## src/rtl/host_link_pkg.sv

```systemverilog
// Shared definitions for the host side of the stage controller byte protocol:
// message codes, link FSM states and per-round width helpers.
package host_link_pkg;

  localparam logic [7:0] START_DECODING_MSG      = 8'h01;
  localparam logic [7:0] MEASUREMENT_DATA_HEADER = 8'h02;

  typedef enum logic [2:0] {
    ST_IDLE,
    ST_TX_START,
    ST_TX_HDR,
    ST_TX_MEAS,
    ST_RX_RESP,
    ST_RESULT
  } state_e;

  function automatic int meas_bytes(input int x, input int z);
    return (x * z + 7) >> 3;
  endfunction

  // X- and Z-type edge corrections plus the boundary bit, per round
  function automatic int corr_bits(input int x, input int z);
    return (x - 1) * z + (x - 1) * z + 1 + x * z;
  endfunction

  function automatic int corr_bytes(input int x, input int z);
    return (corr_bits(x, z) + 7) >> 3;
  endfunction

endpackage

```

## src/rtl/host_link_byte_unpacker.sv

```systemverilog
// Assembles received correction bytes into the per-round correction vector.
// Bits that fall past the per-round correction width are dropped.
module host_link_byte_unpacker
  import host_link_pkg::*;
#(
  parameter int GRID_WIDTH_X = 4,
  parameter int GRID_WIDTH_Z = 1,
  parameter int GRID_WIDTH_U = 3,
  parameter int RNDW         = 2,
  parameter int BYW          = 1
) (
  input  logic                                                      clk,
  input  logic                                                      reset_n,
  input  logic                                                      clear,
  input  logic                                                      wr_en,
  input  logic [RNDW-1:0]                                           round_idx,
  input  logic [BYW-1:0]                                            byte_idx,
  input  logic [7:0]                                                data,
  output logic [GRID_WIDTH_U*corr_bits(GRID_WIDTH_X,GRID_WIDTH_Z)-1:0] corr
);

  localparam int C  = corr_bits(GRID_WIDTH_X, GRID_WIDTH_Z);
  localparam int CW = GRID_WIDTH_U * C;

  logic [CW-1:0] corr_q, corr_d;

  always_comb begin
    corr_d = corr_q;
    if (clear) begin
      corr_d = '0;
    end else if (wr_en) begin
      for (int b = 0; b < 8; b++) begin
        if ((int'(byte_idx) * 8 + b < C) && (int'(round_idx) < GRID_WIDTH_U)) begin
          corr_d[int'(round_idx) * C + int'(byte_idx) * 8 + b] = data[b];
        end
      end
    end
  end

  always_ff @(posedge clk or negedge reset_n) begin
    if (!reset_n) corr_q <= '0;
    else          corr_q <= corr_d;
  end

  assign corr = corr_q;

endmodule

```

## src/rtl/decoder_host_link.sv

```systemverilog
// Host-side peer of the stage controller: serialises one measurement job and
// collects the response. Optional response watchdog under HOST_LINK_TIMEOUT_EN.
module decoder_host_link
  import host_link_pkg::*;
#(
  parameter int GRID_WIDTH_X        = 4,
  parameter int GRID_WIDTH_Z        = 1,
  parameter int GRID_WIDTH_U        = 3,
  parameter int RESP_TIMEOUT_CYCLES = 1024
) (
  input  logic                                                         clk,
  input  logic                                                         reset_n,
  input  logic                                                         job_valid,
  output logic                                                         job_ready,
  input  logic [GRID_WIDTH_U*meas_bytes(GRID_WIDTH_X,GRID_WIDTH_Z)*8-1:0] job_meas,
  input  logic                                                         cfg_send_start,
  output logic [7:0]                                                   tx_data,
  output logic                                                         tx_valid,
  input  logic                                                         tx_ready,
  input  logic [7:0]                                                   rx_data,
  input  logic                                                         rx_valid,
  output logic                                                         rx_ready,
  output logic                                                         res_valid,
  input  logic                                                         res_ready,
  output logic [7:0]                                                   res_iterations,
  output logic [15:0]                                                  res_cycles,
  output logic [GRID_WIDTH_U*corr_bits(GRID_WIDTH_X,GRID_WIDTH_Z)-1:0]    res_corr,
  output logic                                                         res_timeout,
  output logic                                                         busy
);

  localparam int P        = GRID_WIDTH_X * GRID_WIDTH_Z;
  localparam int MB       = meas_bytes(GRID_WIDTH_X, GRID_WIDTH_Z);
  localparam int CB       = corr_bytes(GRID_WIDTH_X, GRID_WIDTH_Z);
  localparam int MW       = GRID_WIDTH_U * MB * 8;
  localparam int TX_BYTES = GRID_WIDTH_U * MB;
  localparam int RX_BYTES = 3 + GRID_WIDTH_U * CB;
  localparam int TXW      = $clog2(TX_BYTES + 1);
  localparam int RXW      = $clog2(RX_BYTES + 1);
  localparam int RNDW     = (GRID_WIDTH_U > 1) ? $clog2(GRID_WIDTH_U) : 1;
  localparam int BYW      = (CB > 1) ? $clog2(CB) : 1;

  localparam logic [TXW-1:0] TX_LAST = TXW'(TX_BYTES - 1);
  localparam logic [RXW-1:0] RX_LAST = RXW'(RX_BYTES - 1);

  state_e           state_q, state_d;
  logic [MW-1:0]    meas_q, meas_d, meas_masked;
  logic [7:0]       tx_data_q, tx_data_d;
  logic             tx_valid_q, tx_valid_d;
  logic [TXW-1:0]   tx_cnt_q, tx_cnt_d;
  logic [RXW-1:0]   rx_cnt_q, rx_cnt_d;
  logic [7:0]       res_iter_q, res_iter_d;
  logic [15:0]      res_cycles_q, res_cycles_d;
  logic             res_valid_q, res_valid_d;
  logic             tx_hs, rx_hs;
  logic             corr_clear, corr_wr;
  logic [RXW-1:0]   corr_idx;
  logic [RNDW-1:0]  corr_round;
  logic [BYW-1:0]   corr_byte;

`ifdef HOST_LINK_TIMEOUT_EN
  localparam int WDW = $clog2(RESP_TIMEOUT_CYCLES + 1);
  localparam logic [WDW-1:0] WD_LIMIT = WDW'(RESP_TIMEOUT_CYCLES);
  logic [WDW-1:0]   wdog_q, wdog_d;
  logic             res_tout_q, res_tout_d;
`endif

  // Pad bits of each round (index >= P) are zeroed once at job capture
  always_comb begin
    meas_masked = '0;
    for (int u = 0; u < GRID_WIDTH_U; u++) begin
      for (int k = 0; k < MB * 8; k++) begin
        if (k < P) meas_masked[u * MB * 8 + k] = job_meas[u * MB * 8 + k];
      end
    end
  end

  assign job_ready = reset_n && (state_q == ST_IDLE);
  assign rx_ready  = (state_q == ST_RX_RESP);
  assign busy      = (state_q != ST_IDLE);
  assign tx_hs     = tx_valid_q && tx_ready;
  assign rx_hs     = rx_ready && rx_valid;

  assign corr_idx   = rx_cnt_q - RXW'(3);
  assign corr_round = RNDW'(corr_idx / RXW'(CB));
  assign corr_byte  = BYW'(corr_idx % RXW'(CB));

  always_comb begin
    state_d      = state_q;
    meas_d       = meas_q;
    tx_data_d    = tx_data_q;
    tx_valid_d   = tx_valid_q;
    tx_cnt_d     = tx_cnt_q;
    rx_cnt_d     = rx_cnt_q;
    res_iter_d   = res_iter_q;
    res_cycles_d = res_cycles_q;
    res_valid_d  = res_valid_q;
    corr_clear   = 1'b0;
    corr_wr      = 1'b0;
`ifdef HOST_LINK_TIMEOUT_EN
    wdog_d       = wdog_q;
    res_tout_d   = res_tout_q;
`endif
    case (state_q)
      ST_IDLE: begin
        if (job_valid) begin
          meas_d       = meas_masked;
          tx_valid_d   = 1'b1;
          res_iter_d   = '0;
          res_cycles_d = '0;
          corr_clear   = 1'b1;
`ifdef HOST_LINK_TIMEOUT_EN
          res_tout_d   = 1'b0;
`endif
          if (cfg_send_start) begin
            state_d   = ST_TX_START;
            tx_data_d = START_DECODING_MSG;
          end else begin
            state_d   = ST_TX_HDR;
            tx_data_d = MEASUREMENT_DATA_HEADER;
          end
        end
      end
      ST_TX_START: begin
        if (tx_hs) begin
          state_d   = ST_TX_HDR;
          tx_data_d = MEASUREMENT_DATA_HEADER;
        end
      end
      ST_TX_HDR: begin
        if (tx_hs) begin
          state_d   = ST_TX_MEAS;
          tx_data_d = meas_q[7:0];
          tx_cnt_d  = '0;
        end
      end
      ST_TX_MEAS: begin
        if (tx_hs) begin
          if (tx_cnt_q == TX_LAST) begin
            state_d    = ST_RX_RESP;
            tx_valid_d = 1'b0;
            tx_data_d  = '0;
            tx_cnt_d   = '0;
            rx_cnt_d   = '0;
`ifdef HOST_LINK_TIMEOUT_EN
            wdog_d     = '0;
`endif
          end else begin
            tx_cnt_d  = tx_cnt_q + 1'b1;
            tx_data_d = meas_q[8 * (int'(tx_cnt_q) + 1) +: 8];
          end
        end
      end
      ST_RX_RESP: begin
        if (rx_hs) begin
          case (rx_cnt_q)
            RXW'(0): res_iter_d         = rx_data;
            RXW'(1): res_cycles_d[15:8] = rx_data;
            RXW'(2): res_cycles_d[7:0]  = rx_data;
            default: corr_wr            = 1'b1;
          endcase
`ifdef HOST_LINK_TIMEOUT_EN
          wdog_d = '0;
`endif
          if (rx_cnt_q == RX_LAST) begin
            state_d     = ST_RESULT;
            res_valid_d = 1'b1;
            rx_cnt_d    = '0;
          end else begin
            rx_cnt_d = rx_cnt_q + 1'b1;
          end
        end
`ifdef HOST_LINK_TIMEOUT_EN
        // Abort with whatever partial response has arrived so far
        else if (wdog_q == WD_LIMIT) begin
          state_d     = ST_RESULT;
          res_valid_d = 1'b1;
          res_tout_d  = 1'b1;
          rx_cnt_d    = '0;
          wdog_d      = '0;
        end else begin
          wdog_d = wdog_q + 1'b1;
        end
`endif
      end
      ST_RESULT: begin
        if (res_ready) begin
          state_d     = ST_IDLE;
          res_valid_d = 1'b0;
        end
      end
      default: state_d = ST_IDLE;
    endcase
  end

  always_ff @(posedge clk or negedge reset_n) begin
    if (!reset_n) begin
      state_q      <= ST_IDLE;
      meas_q       <= '0;
      tx_data_q    <= '0;
      tx_valid_q   <= 1'b0;
      tx_cnt_q     <= '0;
      rx_cnt_q     <= '0;
      res_iter_q   <= '0;
      res_cycles_q <= '0;
      res_valid_q  <= 1'b0;
`ifdef HOST_LINK_TIMEOUT_EN
      wdog_q       <= '0;
      res_tout_q   <= 1'b0;
`endif
    end else begin
      state_q      <= state_d;
      meas_q       <= meas_d;
      tx_data_q    <= tx_data_d;
      tx_valid_q   <= tx_valid_d;
      tx_cnt_q     <= tx_cnt_d;
      rx_cnt_q     <= rx_cnt_d;
      res_iter_q   <= res_iter_d;
      res_cycles_q <= res_cycles_d;
      res_valid_q  <= res_valid_d;
`ifdef HOST_LINK_TIMEOUT_EN
      wdog_q       <= wdog_d;
      res_tout_q   <= res_tout_d;
`endif
    end
  end

  host_link_byte_unpacker #(
    .GRID_WIDTH_X (GRID_WIDTH_X),
    .GRID_WIDTH_Z (GRID_WIDTH_Z),
    .GRID_WIDTH_U (GRID_WIDTH_U),
    .RNDW         (RNDW),
    .BYW          (BYW)
  ) u_unpacker (
    .clk       (clk),
    .reset_n   (reset_n),
    .clear     (corr_clear),
    .wr_en     (corr_wr),
    .round_idx (corr_round),
    .byte_idx  (corr_byte),
    .data      (rx_data),
    .corr      (res_corr)
  );

  assign tx_data        = tx_data_q;
  assign tx_valid       = tx_valid_q;
  assign res_valid      = res_valid_q;
  assign res_iterations = res_iter_q;
  assign res_cycles     = res_cycles_q;
`ifdef HOST_LINK_TIMEOUT_EN
  assign res_timeout    = res_tout_q;
`else
  assign res_timeout    = 1'b0;
`endif

endmodule

```

## config.mk

```make
export PLATFORM = sky130hd
export DESIGN_NAME = decoder_host_link
export DESIGN_NICKNAME = d
export VERILOG_FILES = /design/src/rtl/host_link_pkg.sv /design/src/rtl/host_link_byte_unpacker.sv /design/src/rtl/decoder_host_link.sv
export SDC_FILE = /design/constraint.sdc
export NUM_CORES = 1
export LEC_CHECK = 0
export BUFFER_PORTS_ARGS = -buffer_cell sky130_fd_sc_hd__buf_2
export CELL_PAD_IN_SITES_DETAIL_PLACEMENT = 1
export CELL_PAD_IN_SITES_GLOBAL_PLACEMENT = 1
export CORE_ASPECT_RATIO = 0.5
export CORE_MARGIN = 5
export CORE_UTILIZATION = 44
export CTS_CLUSTER_SIZE = 16
export DETAILED_ROUTE_END_ITERATION = 10
export HOLD_SLACK_MARGIN = 0.1
export PLACE_DENSITY = 0.89
export RECOVER_POWER = 25
export SLEW_MARGIN = 20
export SYNTH_ARGS = -nofsm -noshare
export SYNTH_HDL_FRONTEND = slang
export SYNTH_SLANG_ARGS = --single-unit
```

## constraint.sdc

```tcl
create_clock -name clk -period 7.5 [get_ports clk]
set_clock_uncertainty 0.2 [all_clocks]
set_input_delay 1.125 -clock clk [delete_from_list [all_inputs] [get_ports clk]]
set_output_delay 1.125 -clock clk [all_outputs]
set_load 0.02 [all_outputs]
```

Yosys cells after proc, flatten, opt, wreduce, memory -nomap -nowiden
Index checks and enable logic that the tools add are counted.
- add/subtract/negate cells: 19
- $mul: 1
- magnitude comparators: 25
- equal/unequal tests: 20
- shifts and indexed selects: 1
- multiplexer cells: 96
- reduce and logical (&&, ||, !) cells: 40
- operators by type and width (kind ; count):
    33-bit two-way mux ; 24
    33-bit bitwise mux ; 8
    32-bit by 1-bit >= comparator with 1-bit output, second input constant ; 8
    32-bit by 8-bit less-than comparator with 1-bit output, second input constant ; 8
    32-bit by 5-bit less-than comparator with 1-bit output, second input constant ; 7
    32-bit by 4-bit adder with 32-bit output, second input constant ; 4
    8-bit two-way mux ; 10
    32-bit by 3-bit adder with 32-bit output, second input constant ; 2
    1-bit demux with 6-bit select ; 8
    32-bit by 2-bit adder with 32-bit output, second input constant ; 1
    16-bit two-way mux ; 2
    16-bit case mux with 2 select lines ; 1
    8-bit case mux with 4 select lines ; 1
    3-bit two-way mux ; 8
    4-bit AND reduction ; 6
    24-bit by 7-bit indexed part select with 8-bit output ; 1
    4-bit by 3-bit adder with 5-bit output, second input constant ; 4
    1-bit logical AND ; 19
    1-bit two-way mux ; 19
    3-bit case mux with 6 select lines ; 1
    4-bit two-way mux ; 4
    8-bit case mux with 2 select lines ; 1
    2-bit inequality test, second input constant ; 6
    2-bit nonzero test ; 6
    31 further kinds ; 43
- bits in registers: 88
- logic and storage cells: 213

Longest topological paths before layout
- depth after elaboration: 39
- gate-level depth with buffers: 21
- gate-level depth less buffers: 14

Modules after synthesis
Synthesis repeated with hierarchy kept, for this count alone.
- cell total of the unflattened synthesis: 1186
- area total of the unflattened synthesis: 9157.5 um^2
- modules (own cells, without submodules) (module ; instances ; cells an instance ; area each (um^2) ; sequential area each (um^2)):
    host_link_byte_unpacker ; 1 ; 973 ; 6646.4 ; 825.8
    decoder_host_link ; 1 ; 213 ; 2511.2 ; 1276.2

Worst setup path after synthesis
No wires, ideal clock.
- path type: register to register
- from: register rx_cnt_q[0]
- to: register u_unpacker.corr_q[28] (netlist: u_unpacker.corr[28])
- data arrival time: 5.093 ns
- required time: 7.176 ns
- slack: 2.083 ns
- stages on the path, launching flop included: 22
- buffers on the path: 7
- cell sequence: dfrtp_1 > buf_2 > inv_2 > ha_1 > clkbuf_1 > inv_1 > clkbuf_1 > clkbuf_1 > ha_1 > buf_2 > inv_1 > clkbuf_1 > buf_1 > ha_1 > or2_2 > o2111a_1 > or3_1 > nor3_1 > a2111o_1 > a31oi_1 > a21o_1 > o31a_1
- longest elaborated chain between the ends: 39
- ends and longest elaborated chain (item ; RTL line ; text):
    start, declared ; decoder_host_link.sv:51 ; logic [RXW-1:0] rx_cnt_q, rx_cnt_d;
    start signal, assigned ; decoder_host_link.sv:217 ; rx_cnt_q <= rx_cnt_d;
    branches (longest 39 deep; another with 32-bit by 2-bit adder with 32-bit output) ; -- ;
    end signal, assigned ; host_link_byte_unpacker.sv:42 ; else corr_q <= corr_d;
    end, declared ; host_link_byte_unpacker.sv:25 ; logic [CW-1:0] corr_q, corr_d;
Several ways; the timed one is not identified. The select of a mux whose other input is x is not followed.
A chain may end at the register's enable or synchronous reset.

Worst setup path in the final report
- from: register rx_cnt_q[0]
- to: register u_unpacker.corr_q[20] (netlist: u_unpacker.corr[20])
Same word-level chain as after synthesis.

==> run metrics <==
Slew Limit Fails 88; CP max FO 20; most frequent CP cell buf_4; Starting Density 0.4522; Post-Layout Cell Count 1484; utilization after layout 0.5055; Port Buffer Count 92; first drt pass iteration count 6; CTS max path bufs 2; Post-synth EDFFs 0; Final Setup Violations 0; Post-Place Setup Slack 1.754 ns; status finished, violations left; clock root buffer clkbuf_16; gr ovfl total 0; Placed Cells 1467; count of final hold-check violations 0; die span in x 211.1 um; cts bufs inserted 9; die area 0.02335 sq mm; drt total wl 49830 um; Sink Count 84; core area 0.01968 sq mm; post-synth top area share 0.2362; Via Count 11230; fillers 2423; first-pass GRT wire length 73380 um; Leakage 0.003937 uW; area of the mapped netlist 0.008901 sq mm; clock period minus worst slack 6.062 ns; share of cells above drive strength 1 0.1768; R2R Setup Slk 1.44 ns; Final TNS setup 0 ns; row count 36; drc violations 0; Hold Path Stages 1; Reg2Reg Launch Point rx_cnt_q[0]; Pwr Total 4448 uW; Avg Inst Size Synth 7.660 sq um; Detailed Place HPWL 36550 um; CTS tree yes; Synth Flop Type dfrtp_1; Reg2Reg Depth 16; Setup Fix Bufs, Post-CTS 0; top cells by count, synth nand2_1 (123), nor2_1 (91), dfrtp_1 (84), clkbuf_1 (69), o21ai_0 (68); HP Start res_cycles[2]; Area contributors post-synth dfrtp_1 (24%), mux2_2 (5.3%), nand2_1 (5.2%), mux2i_1 (4.3%), nor2_1 (3.8%); Wirelength per Cell 33.58 um; Mapped Cells 1162; # IOs 110; clock latency on the worst-skew pair 0.36 ns; Critical Path Source rx_cnt_q[0]; CTS H-Tree Depth 3; initial antenna violation count 0; # Max-Cap Violations 2; RSZ-0062 raised after global routing false; slowest stage delay, CP 1.03 ns; most common cell in the synthesized netlist nand2_1; detail-routed via count per cell 7.565; Synth Register Bits 84; number of global-route vias before repair 10840; pin count of the biggest net entering global routing 52; hold buffer count at CTS 0; cell area power density 447.0 mW/mm^2; Layout area overhead 11.78%; Crit-path slowest cell nor4_2; CP Cell Sequence buf_4 > ha_1 > xor2_2 > buf_4 > inv_2 > ha_1 > buf_4 > and3b_1 > o311ai_1 > xor2_1 > buf_4 > nor4_2 > nand3_1 > o2111ai_1 > o211a_1 > o31ai_1; Hold Crit Class reg -> reg; clk slew on worst S/H paths 0.07 ns; critical path class reg -> reg; post-synth cell types 91; fraction of registers with async set/reset 1.000; R2R Path End u_unpacker.corr[20]; crit share post-route 0.8083; slew margin rel. -1.130; Ys Warns 0; Hold Path End res_cycles[2]; worst slew pin tran 3.195 ns; sequential share of the synthesized area 0.2362; failing checks capacitance limit, slew limit; routability cong. 1.030; Worst EP required 7.52 ns; CP startpoint kind flop; Peak VDD IR 0.2867 mV; Die H 110.6 um; post-synth top area cell dfrtp_1; post-cts resize count 0; final worst setup slack 1.438 ns; CP arrival 6.09 ns; Initial DRC Count 1742; GRT Overall Usage 0.4118; Total Nets Final 1264; Max Freq 165.0 MHz; post-route ant nets 0; crit end category flop
==> critical path, delay by kind of cell, from the launching register on <==
family	cells	cell delay, ns
adder cells (fa/ha/maj)	2	1.12
AND/OR/NAND/NOR	3	1.40
flip-flops	1	0.48
XOR/XNOR	2	0.31
buffers and inverters	5	1.30
AO/OA/AOI/OAI	4	1.09
==> cell type report <==
type / instances / area, sq um / area share
multi-input combinational: 959 / 6336 / 0.6368
sequential: 84 / 2102 / 0.2113
timing repair buffer: 134 / 769.5 / 0.07734
tap: 266 / 332.8 / 0.03345
clock buffer: 10 / 229.0 / 0.02301
inverter: 24 / 90.09 / 0.009054
clock inverter: 5 / 85.08 / 0.008551
antenna: 2 / 5.005 / 0.0005030
==> state kept, by name, summed over array words and instances, names as in the netlist <==
signal	cells
tx_valid	1
tx_data	4
rx_cnt_q	4
meas_q	12
tx_cnt_q	2
res_cycles	16
state_q	3
res_valid	1
res_iterations	8
u_unpacker.corr	33
==> cells in the final DEF, fill, tap and decap left out, types with 23 or more instances in the layout <==
cell type / count
a211oi_1: 26
mux2i_1: 38
buf_2: 90
nor3_1: 56
buf_4: 41
mux2_2: 42
nor2_1: 91
nand2_1: 123
dfrtp_1: 84
o21ai_0: 68
nand3_1: 42
a21oi_1: 50
o211ai_1: 23
==> cell families after synthesis <==
logic type	Yosys count	synth area share
compound gates	385	0.3069
mux	80	0.09587
other cells	1	0.0004213
xor+xnor	17	0.02558
buf+inv	123	0.05749
simple gates	459	0.2593
fa+ha+maj	13	0.01827
flops	84	0.2362
==> report_power, final <==
group          internal, uW  switching, uW  leakage [uW]  total (uW)
Clock                   292            207      0.000149         499
Combinational           861           2370       0.00267        3230
Sequential              571            145       0.00112         716
==> worst max path at each step <==
stage,endpoint,slack [ns],cells past startpoint
6_report,u_unpacker.corr[20],1.44,16
5_1_grt,u_unpacker.corr[20],1.37,16
4_1_cts,u_unpacker.corr[20],1.70,16
3_5_place_dp,u_unpacker.corr[20],1.75,16
3_3_place_gp,u_unpacker.corr[20],1.98,16
2_1_floorplan,u_unpacker.corr[28],2.08,21
==> stage by stage <==
step | hold WS (ns) | area, sq um
after CTS | 0.3139 | 9948
after floorplan | 0.2793 | 8916
after global placement | 0.2830 | 9634
final | 0.3105 | 9950
after global routing | 0.3345 | 9945
after detailed placement | 0.2937 | 9634
==> per-layer routing <==
metal,global-route usage,up-vias,part of all wire
met5,0,-,0
met4,0.1088,0,0.031
met3,0.1796,150,0.17
met2,0.5766,943,0.40
met1,0.5761,5570,0.40
li1,-,4564,-
(Power assumes the default switching activity.)
